`src/rtl/led_seq_pkg.sv`:
```
// Shared types and helpers for the LED pattern sequencer.
//   mode_e    : run-time pattern select (FILL, RUN, BOUNCE, COUNT)
//   DIR_*     : BOUNCE travel direction
//   seed()    : reset/reload pattern for a mode, sized for up to 32 LEDs
package led_seq_pkg;

  typedef enum logic [1:0] {
    MODE_FILL   = 2'd0,
    MODE_RUN    = 2'd1,
    MODE_BOUNCE = 2'd2,
    MODE_COUNT  = 2'd3
  } mode_e;

  localparam logic DIR_LEFT  = 1'b0;
  localparam logic DIR_RIGHT = 1'b1;

  // Caller truncates the result to its own LED width.
  function automatic logic [31:0] seed(input mode_e m, input int unsigned n);
    logic [31:0] s;
    s = '0;
    case (m)
      MODE_FILL:   s = (n >= 32) ? '1 : ((32'd1 << n) - 32'd1);
      MODE_RUN:    s = 32'd1;
      MODE_BOUNCE: s = 32'd1;
      MODE_COUNT:  s = '0;
      default:     s = '0;
    endcase
    return s;
  endfunction

endpackage

```
`src/rtl/tick_prescaler.sv`:
```
// Period counter: strobes tick_o for one cycle every TICK_CYCLES un-held cycles.
//   clk    : clock
//   rst    : synchronous active-high reset, counter to 0
//   clr    : synchronous clear, counter to 0
//   hold   : freeze the counter (tick_o forced low)
//   tick_o : combinational strobe, high while the counter sits at its last value
module tick_prescaler #(
  parameter int unsigned TICK_CYCLES = 13500000
) (
  input  logic clk,
  input  logic rst,
  input  logic clr,
  input  logic hold,
  output logic tick_o
);

  localparam int unsigned CNT_W = $clog2(TICK_CYCLES) + 1;
  localparam logic [CNT_W-1:0] LAST = CNT_W'(TICK_CYCLES - 1);

  logic [CNT_W-1:0] r_cnt;
  logic             w_last;

  assign w_last = (r_cnt == LAST);
  assign tick_o = w_last & ~hold;

  always_ff @(posedge clk) begin
    if (rst || clr) begin
      r_cnt <= '0;
    end else if (!hold) begin
      r_cnt <= w_last ? '0 : r_cnt + CNT_W'(1);
    end
  end

endmodule

```
`src/rtl/led_pattern_seq.sv`:
```
// LED pattern sequencer: steps one of four patterns across N_LEDS outputs once
// every TICK_CYCLES clocks, with pause/single-step and tick/wrap status pulses.
//   clk   : clock
//   rst   : synchronous active-high reset
//   mode  : 0 FILL, 1 RUN, 2 BOUNCE, 3 COUNT
//   pause : hold prescaler and pattern while high
//   step  : single advance pulse, honoured only while paused
//   led   : registered LED drive
//   tick  : one-cycle pulse on each advance
//   wrap  : one-cycle pulse when a full sequence completes (implies tick)
// Build option: define LED_ACTIVE_LOW_EN to drive led = ~pattern.
module led_pattern_seq
  import led_seq_pkg::*;
#(
  parameter int unsigned N_LEDS      = 6,
  parameter int unsigned TICK_CYCLES = 13500000
) (
  input  logic              clk,
  input  logic              rst,
  input  logic [1:0]        mode,
  input  logic              pause,
  input  logic              step,
  output logic [N_LEDS-1:0] led,
  output logic              tick,
  output logic              wrap
);

  logic [N_LEDS-1:0] r_pat;
  logic              r_dir;
  mode_e             r_mode;
  logic              r_tick;
  logic              r_wrap;

  logic              w_mode_chg;
  logic              w_pre_tick;
  logic              w_adv;
  logic [N_LEDS-1:0] w_nxt_pat;
  logic              w_nxt_dir;
  logic              w_nxt_wrap;

  assign w_mode_chg = (mode != r_mode);

  // A pending mode change wins over any advance in the same cycle.
  assign w_adv = ~w_mode_chg & (pause ? step : w_pre_tick);

  tick_prescaler #(
    .TICK_CYCLES(TICK_CYCLES)
  ) u_prescaler (
    .clk   (clk),
    .rst   (rst),
    .clr   (w_mode_chg),
    .hold  (pause),
    .tick_o(w_pre_tick)
  );

  always_comb begin
    w_nxt_pat  = r_pat;
    w_nxt_dir  = r_dir;
    w_nxt_wrap = 1'b0;
    unique case (r_mode)
      MODE_FILL: begin
        if (r_pat == '0) begin
          w_nxt_pat  = '1;
          w_nxt_wrap = 1'b1;
        end else begin
          w_nxt_pat = r_pat << 1;
        end
      end
      MODE_RUN: begin
        w_nxt_pat  = {r_pat[N_LEDS-2:0], r_pat[N_LEDS-1]};
        w_nxt_wrap = r_pat[N_LEDS-1];
      end
      MODE_BOUNCE: begin
        if (r_dir == DIR_LEFT) begin
          w_nxt_pat = r_pat << 1;
          if (w_nxt_pat[N_LEDS-1]) w_nxt_dir = DIR_RIGHT;
        end else begin
          w_nxt_pat = r_pat >> 1;
          if (w_nxt_pat[0]) begin
            w_nxt_dir  = DIR_LEFT;
            w_nxt_wrap = 1'b1;
          end
        end
      end
      MODE_COUNT: begin
        w_nxt_pat  = r_pat + N_LEDS'(1);
        w_nxt_wrap = &r_pat;
      end
      default: ;
    endcase
  end

  always_ff @(posedge clk) begin
    if (rst || w_mode_chg) begin
      r_mode <= mode_e'(mode);
      r_pat  <= N_LEDS'(seed(mode_e'(mode), N_LEDS));
      r_dir  <= DIR_LEFT;
      r_tick <= 1'b0;
      r_wrap <= 1'b0;
    end else if (w_adv) begin
      r_pat  <= w_nxt_pat;
      r_dir  <= w_nxt_dir;
      r_tick <= 1'b1;
      r_wrap <= w_nxt_wrap;
    end else begin
      r_tick <= 1'b0;
      r_wrap <= 1'b0;
    end
  end

`ifdef LED_ACTIVE_LOW_EN
  assign led = ~r_pat;
`else
  assign led = r_pat;
`endif
  assign tick = r_tick;
  assign wrap = r_wrap;

endmodule

```
`config.mk`:
```
export PLATFORM = sky130hd
export DESIGN_NAME = led_pattern_seq
export DESIGN_NICKNAME = d
export VERILOG_FILES = /design/src/rtl/led_seq_pkg.sv /design/src/rtl/tick_prescaler.sv /design/src/rtl/led_pattern_seq.sv
export SDC_FILE = /design/constraint.sdc
export NUM_CORES = 1
export LEC_CHECK = 0
export ABC_CLOCK_PERIOD_IN_PS = 2000
export CAP_MARGIN = 20
export CORE_MARGIN = 10
export CORE_UTILIZATION = 45
export DETAILED_ROUTE_END_ITERATION = 10
export GPL_TIMING_DRIVEN = 0
export HOLD_SLACK_MARGIN = 0.12
export PLACE_DENSITY = 0.61
export SLEW_MARGIN = 20
export SYNTH_ARGS = -nofsm -noshare
export SYNTH_HDL_FRONTEND = slang
export SYNTH_SLANG_ARGS = --single-unit
```
`constraint.sdc`:
```
create_clock -name clk -period 2 [get_ports clk]
set_input_delay 0.5 -clock clk [delete_from_list [all_inputs] [get_ports clk]]
set_output_delay 0.5 -clock clk [all_outputs]
set_load 0.005 [all_outputs]
```
==> metrics.yaml, run 1 <==
status: "completed"
coreArea_sq_um: 4350
finalSetupTns_ps: 0
hold_class: "reg2reg"
p_per_area_nw_per_um2: 634
grt_first_pass_wirelength_um: 7400
grt_pass1_vias: 1564
hold_slack_ps: 486
syn_area_per_cell_sq_um: 9.02
syn_area_sq_um: 2020
path_clk_slew_ps: 70
rr_endpoint: "r_dir$_SDFFE_PP0P_"
synth-simple-area-share_pct: 32.4
startpoint_type: "input pin"
p_leak_nw: 0.871
final_cell_area_sq_um: 2380
arrival_ps: 2110
fin_crit_ps: 1930
critical_path_class: "in2reg"
utilization_pct: 54.8
p_sw_mw: 0.391
hold_viol: 0
drive_above_1_share_pct: 14.9
ys_ff_latch: 36
dpl_cell_area_sq_um: 2220
fill_cells: 424
grt_max_degree: 12
dieArea_sq_um: 7570
io_pins: 14
root_buffer: "clkbuf_8"
seqPwrFrac_pct: 53.4
insertion_delay_ps: 280
synth_adder_area_share_pct: 1.86
timing.fmax_ghz: 0.519
hpwl_um: 2970
combinationalPowerShare_pct: 15.2
fin_skew_ps: 7.52
avgViaCountPerCell: 5.48
vdd_drop_max_v: 0.000419
power.internal_mw: 1.12
die_w_um: 87.0
synth_mux_area_share_pct: 1.11
yosysSeqAreaShare_pct: 39.6
drt_iter0_markers: 58
clockPowerShare_pct: 31.4
grt-ovfl-total: 0
drtAntennaViolNets: 0
port_buffers: 13
grt_antenna_before_repair: 0
power.share.switching_pct: 25.8
synthXorXnorAreaFrac_pct: 11.3
cts_made_buffers: 5
rows: 24
worstSetupEndpoint: "r_dir$_SDFFE_PP0P_"
die_h_um: 87.0
wl_per_cell_um: 14.2
synthDistinctLibCells: 51
power.total_mw: 1.51
reg2reg_slack_ps: 100
grtUsageTotal_pct: 12.1
setup_viol: 0
initial_core_util_pct: 46.4
synthCells: 224
max_slew.worst_pin.slew_ps: 464
postCtsHoldBufs: 0
fin_crit_sh_pct: 96.3
yosysWarnings: 0
path_max_fanout: 7
cts_sinks: 36
worstPathRequired_ps: 2180
gp_congestion: 0.810
n_antenna_cell: 0
drt_wl_total_um: 4270
postSynthNetCount: 233
reg2reg_from: "u_prescaler.r_cnt[0]$_SDFFE_PP0N_"
cts_max_path_buffers: 2
nets: 257
worstRegToRegCells: 6
slew_headroom_pct: 69.1
cts_tree: "yes"
slew_viol_final: 0
endpoint_kind: "register"
htreeDepth: 2
synth_top_family_by_area: "simple AND/OR/NAND/NOR gates"
cp-startpoint: "pause"
dr.pass1.iters: 4
drv_cap: 0
synth-compound-area-share_pct: 10.6
area_growth_pct: 18.0
drcViolationCount: 0
dr_total_vias: 1644
[cell usage after synthesis, drive strengths merged]
| cell type | instances | area share, % |
|---|---|---|
| a21bo | 1 | 0.50 |
| nand2b | 1 | 0.31 |
| xor2 | 18 | 7.8 |
| nor2 | 30 | 5.6 |
| nor2b | 2 | 0.62 |
| and2 | 4 | 1.2 |
| nor4b | 3 | 1.3 |
| nand3b | 5 | 2.5 |
| o311ai | 1 | 0.43 |
| o21ai | 7 | 1.7 |
| and3 | 4 | 1.3 |
| o221a | 1 | 0.56 |
| ha | 3 | 1.9 |
| o41ai | 1 | 0.43 |
| nand2 | 23 | 4.9 |
| buf | 4 | 1.1 |
| nand4 | 6 | 1.9 |
| and4b | 1 | 0.56 |
| nor3 | 4 | 0.99 |
| o31ai | 2 | 0.74 |
| or3 | 3 | 1.2 |
| nor3b | 4 | 1.5 |
| xnor2 | 8 | 3.5 |
| a2111oi | 1 | 0.74 |
| inv | 8 | 1.5 |
| clkbuf | 3 | 0.56 |
| edfxtp | 8 | 12 |
| o221ai | 2 | 0.87 |
| dfxtp | 28 | 28 |
| nand4b | 1 | 0.43 |
| o21a | 1 | 0.37 |
| or2 | 2 | 0.62 |
| nor4 | 5 | 3.8 |
| a31oi | 1 | 0.31 |
| mux4 | 1 | 1.1 |
| a21oi | 15 | 3.9 |
| nand3 | 12 | 3.8 |
[critical path, cell delays in order]
cell and delay, ps:
dlygate4sd2_1 300, nand3b_4 210, or2_1 300, nand3b_1 330, and2_4 250, o221a_2 220
[routing by layer]
layer | share of wire [%] | GRT usage (%)
met1 | 47 | 15.2
met2 | 45 | 18.9
met3 | 6.3 | 3.84
met4 | 1.4 | 3.98
met5 | 0 | 0
[flip-flops by register name (all words and copies together) (netlist names)]
signal	cells
u_prescaler.r_cnt	25
led	6
r_dir	1
r_mode	2
wrap	1
tick	1
[power by group through the flow]
| stage | combinational [mW] | sequential (mW) | clock, mW |
|---|---|---|---|
| floorplan | 0.128 | 0.813 | 0 |
| global placement | 0.211 | 0.820 | 0 |
| detailed placement | 0.212 | 0.820 | 0 |
| CTS | 0.230 | 0.805 | 0.498 |
| global route | 0.260 | 0.811 | 0.528 |
| finish | 0.230 | 0.807 | 0.476 |
[stage by stage]
step	instances	setup slack, ps
2_1_floorplan	224	289
3_3_place_gp	289	-493
3_5_place_dp	289	-507
4_1_cts	300	4.98
5_1_grt	300	-19.2
6_report	300	73.5
[what timing repair did]
| action | CTS | global route |
|---|---|---|
| buffers inserted | 4 | 0 |
| endpoints found under the hold margin | 0 | 0 |
| endpoints found under the setup margin | 27 | 12 |
| resized for setup | 9 | 5 |
| pin swaps | 3 | 0 |
[how the worst min path moves through the flow]
stage	depth (start not counted)	slack [ps]	end	startpoint
after floorplan	2	460	u_prescaler.r_cnt[1]$_SDFFE_PP0N_	u_prescaler.r_cnt[1]$_SDFFE_PP0N_
after global placement	2	470	u_prescaler.r_cnt[1]$_SDFFE_PP0N_	u_prescaler.r_cnt[1]$_SDFFE_PP0N_
after detailed placement	2	480	u_prescaler.r_cnt[1]$_SDFFE_PP0N_	u_prescaler.r_cnt[1]$_SDFFE_PP0N_
after CTS	2	490	u_prescaler.r_cnt[1]$_SDFFE_PP0N_	u_prescaler.r_cnt[1]$_SDFFE_PP0N_
after global routing	2	530	u_prescaler.r_cnt[1]$_SDFFE_PP0N_	u_prescaler.r_cnt[1]$_SDFFE_PP0N_
final	2	490	u_prescaler.r_cnt[1]$_SDFFE_PP0N_	u_prescaler.r_cnt[1]$_SDFFE_PP0N_
[logic make-up (layout without fill, tap and decap cells)]
| logic type | Yosys count | in the layout |
|---|---|---|
| buf+inv | 15 | 39 |
| xor+xnor | 26 | 26 |
| fa+ha+maj | 3 | 3 |
| flops | 36 | 36 |
| simple gates | 110 | 110 |
| compound gates | 33 | 33 |
| mux | 1 | 1 |
[cells in the final DEF (no fill, tap or decap), drive strengths merged, types with 5 or more instances in the layout]
cell type and instances:
o21ai 7, xor2 18, nor4 5, inv 8, clkdlybuf4s50 10, nand3b 5, xnor2 8, dfxtp 28
nand2 23, nand4 6, clkbuf 9, nor2 30, edfxtp 8, a21oi 15, buf 9, nand3 12
[cell type report]
cell class / count / area [sq um] / share of cell area (%)
repair buffers: 17 / 176 / 7.40
well taps: 52 / 65.1 / 2.73
inverters: 8 / 32.5 / 1.36
flip-flops and latches: 36 / 801 / 33.6
clock buffers: 7 / 76.3 / 3.20
multi-input cells: 173 / 1200 / 50.3
plain buffers: 7 / 33.8 / 1.42
No activity file was read; power rests on OpenSTA's default activity.
==> run 2: changes to the inputs <==
GPL_TIMING_DRIVEN = not set   (was 0)
==> run 2 against run 1 <==
  * Final cell count grew 6.3%
  * Critical path depth did not move
  * Worst setup slack better by 41 ps
  * Critical path type unchanged
==> metrics.yaml, run 2 (synthesis gave the netlist of run 1 again) <==
timing.fmax_ghz: 0.530
ff_latch_area_sq_um: 801
port_buffers: 13
hold_class: "reg2reg"
coreArea_sq_um: 4350
rsz0062_at_grt: "false"
drt_wl_total_um: 4320
fin_skew_ps: 7.04
wl_met3_um: 229
arrival_ps: 1900
critical_path_class: "in2reg"
area_growth_pct: 25.1
cts_tree: "yes"
setup_viol: 0
io_pins: 14
die_h_um: 87.0
dr.pass1.iters: 4
utilization_pct: 58.1
regMostFlops: "u_prescaler.r_cnt"
endpoint_kind: "register"
fill_cells: 385
hold_slack_ps: 490
path_clk_slew_ps: 70
multi_input_area_sq_um: 1180
dr.max_layer_used: "met4"
grt-ovfl-total: 0
grt_max_degree: 20
wl_met1_um: 2070
drv_cap: 0
initial_core_util_pct: 46.4
grt_pass1_vias: 1605
rows: 24
final_cell_area_sq_um: 2530
dpl_cell_area_sq_um: 2400
dieArea_sq_um: 7570
drive_above_1_share_pct: 21.7
dr_total_vias: 1711
grt_antenna_before_repair: 0
status: "completed"
fin_crit_sh_pct: 94.3
gp_congestion: 0.857
layout_common_cells: "30 x nor2_1, 28 x buf_4, 28 x dfxtp_1"
cts_made_buffers: 5
hold_viol: 0
startpoint_type: "input pin"
grtUsageTotal_pct: 12.0
nets: 275
n_antenna_cell: 0
worstPathRequired_ps: 2010
cts_sinks: 36
drt_iter0_markers: 55
slew_viol_final: 0
layout_commonest_cell: "nor2_1"
grt_first_pass_wirelength_um: 7570
slew_headroom_pct: 72.7
max_slew.worst_pin.slew_ps: 409
path_max_fanout: 5
wl_met2_um: 1980
finalSetupTns_ps: 0
reg2reg_slack_ps: 220
wl_per_cell_um: 13.6
root_buffer: "clkbuf_8"
vdd_drop_max_v: 0.000411
largest_reg_flops: 25
insertion_delay_ps: 280
p_per_area_nw_per_um2: 632
fin_crit_ps: 1890
die_w_um: 87.0
htreeDepth: 2
avgViaCountPerCell: 5.36
drtAntennaViolNets: 0
cts_max_path_buffers: 2
drcViolationCount: 0
p_leak_nw: 0.973
hpwl_um: 3190
[run 2: repair_timing]
item                                    4_1_cts  5_1_grt
buffers inserted                              0        2
hold buffers                                  0        0
resized for setup                             0        5
endpoints found under the setup margin        0        9
[run 2: layout make-up]
class	count	area share [%]
multi-input combinational	173	46.6
sequential	36	31.7
timing repair buffer	42	14.3
clock buffer	6	3.27
tap	52	2.57
inverter	8	1.19
clock inverter	2	0.396
[run 2: through the flow]
stage	setup slack, ps	power (mW)	cells
4_1_cts	37.8	1.61	317
6_report	114	1.60	319
2_1_floorplan	289	0.941	224
3_3_place_gp	-210	1.08	309
3_5_place_dp	-244	1.08	309
5_1_grt	51.4	1.69	319
[run 2: final timing paths]
check / depth (start not counted) / startpoint / endpoint
setup / recovery: 6 / mode[1] / led[5]$_DFFE_PP_
hold / removal: 2 / u_prescaler.r_cnt[1]$_SDFFE_PP0N_ / u_prescaler.r_cnt[1]$_SDFFE_PP0N_
setup reg to reg: 6 / u_prescaler.r_cnt[0]$_SDFFE_PP0N_ / r_dir$_SDFFE_PP0P_
hold reg to reg: 2 / u_prescaler.r_cnt[1]$_SDFFE_PP0N_ / u_prescaler.r_cnt[1]$_SDFFE_PP0N_
[run 2: layer usage]
metal / vias up / track usage (%)
met5: - / 0
li1: 871 / -
met2: 30 / 18.3
met4: 0 / 3.39
met3: 4 / 4.03
met1: 806 / 15.7
[run 2: worst max-delay path, stage by stage]
cell             delay [ps]
clkdlybuf4s50_1         430
xor2_1                  150
or3_4                   380
inv_2                   110
or3_1                   190
o21ai_0                 130
[run 2: where the power goes]
part	internal [mW]	switching, mW	leakage, nW
Clock	0.275	0.252	0.0510
Combinational	0.143	0.138	0.610
Sequential	0.771	0.0188	0.312
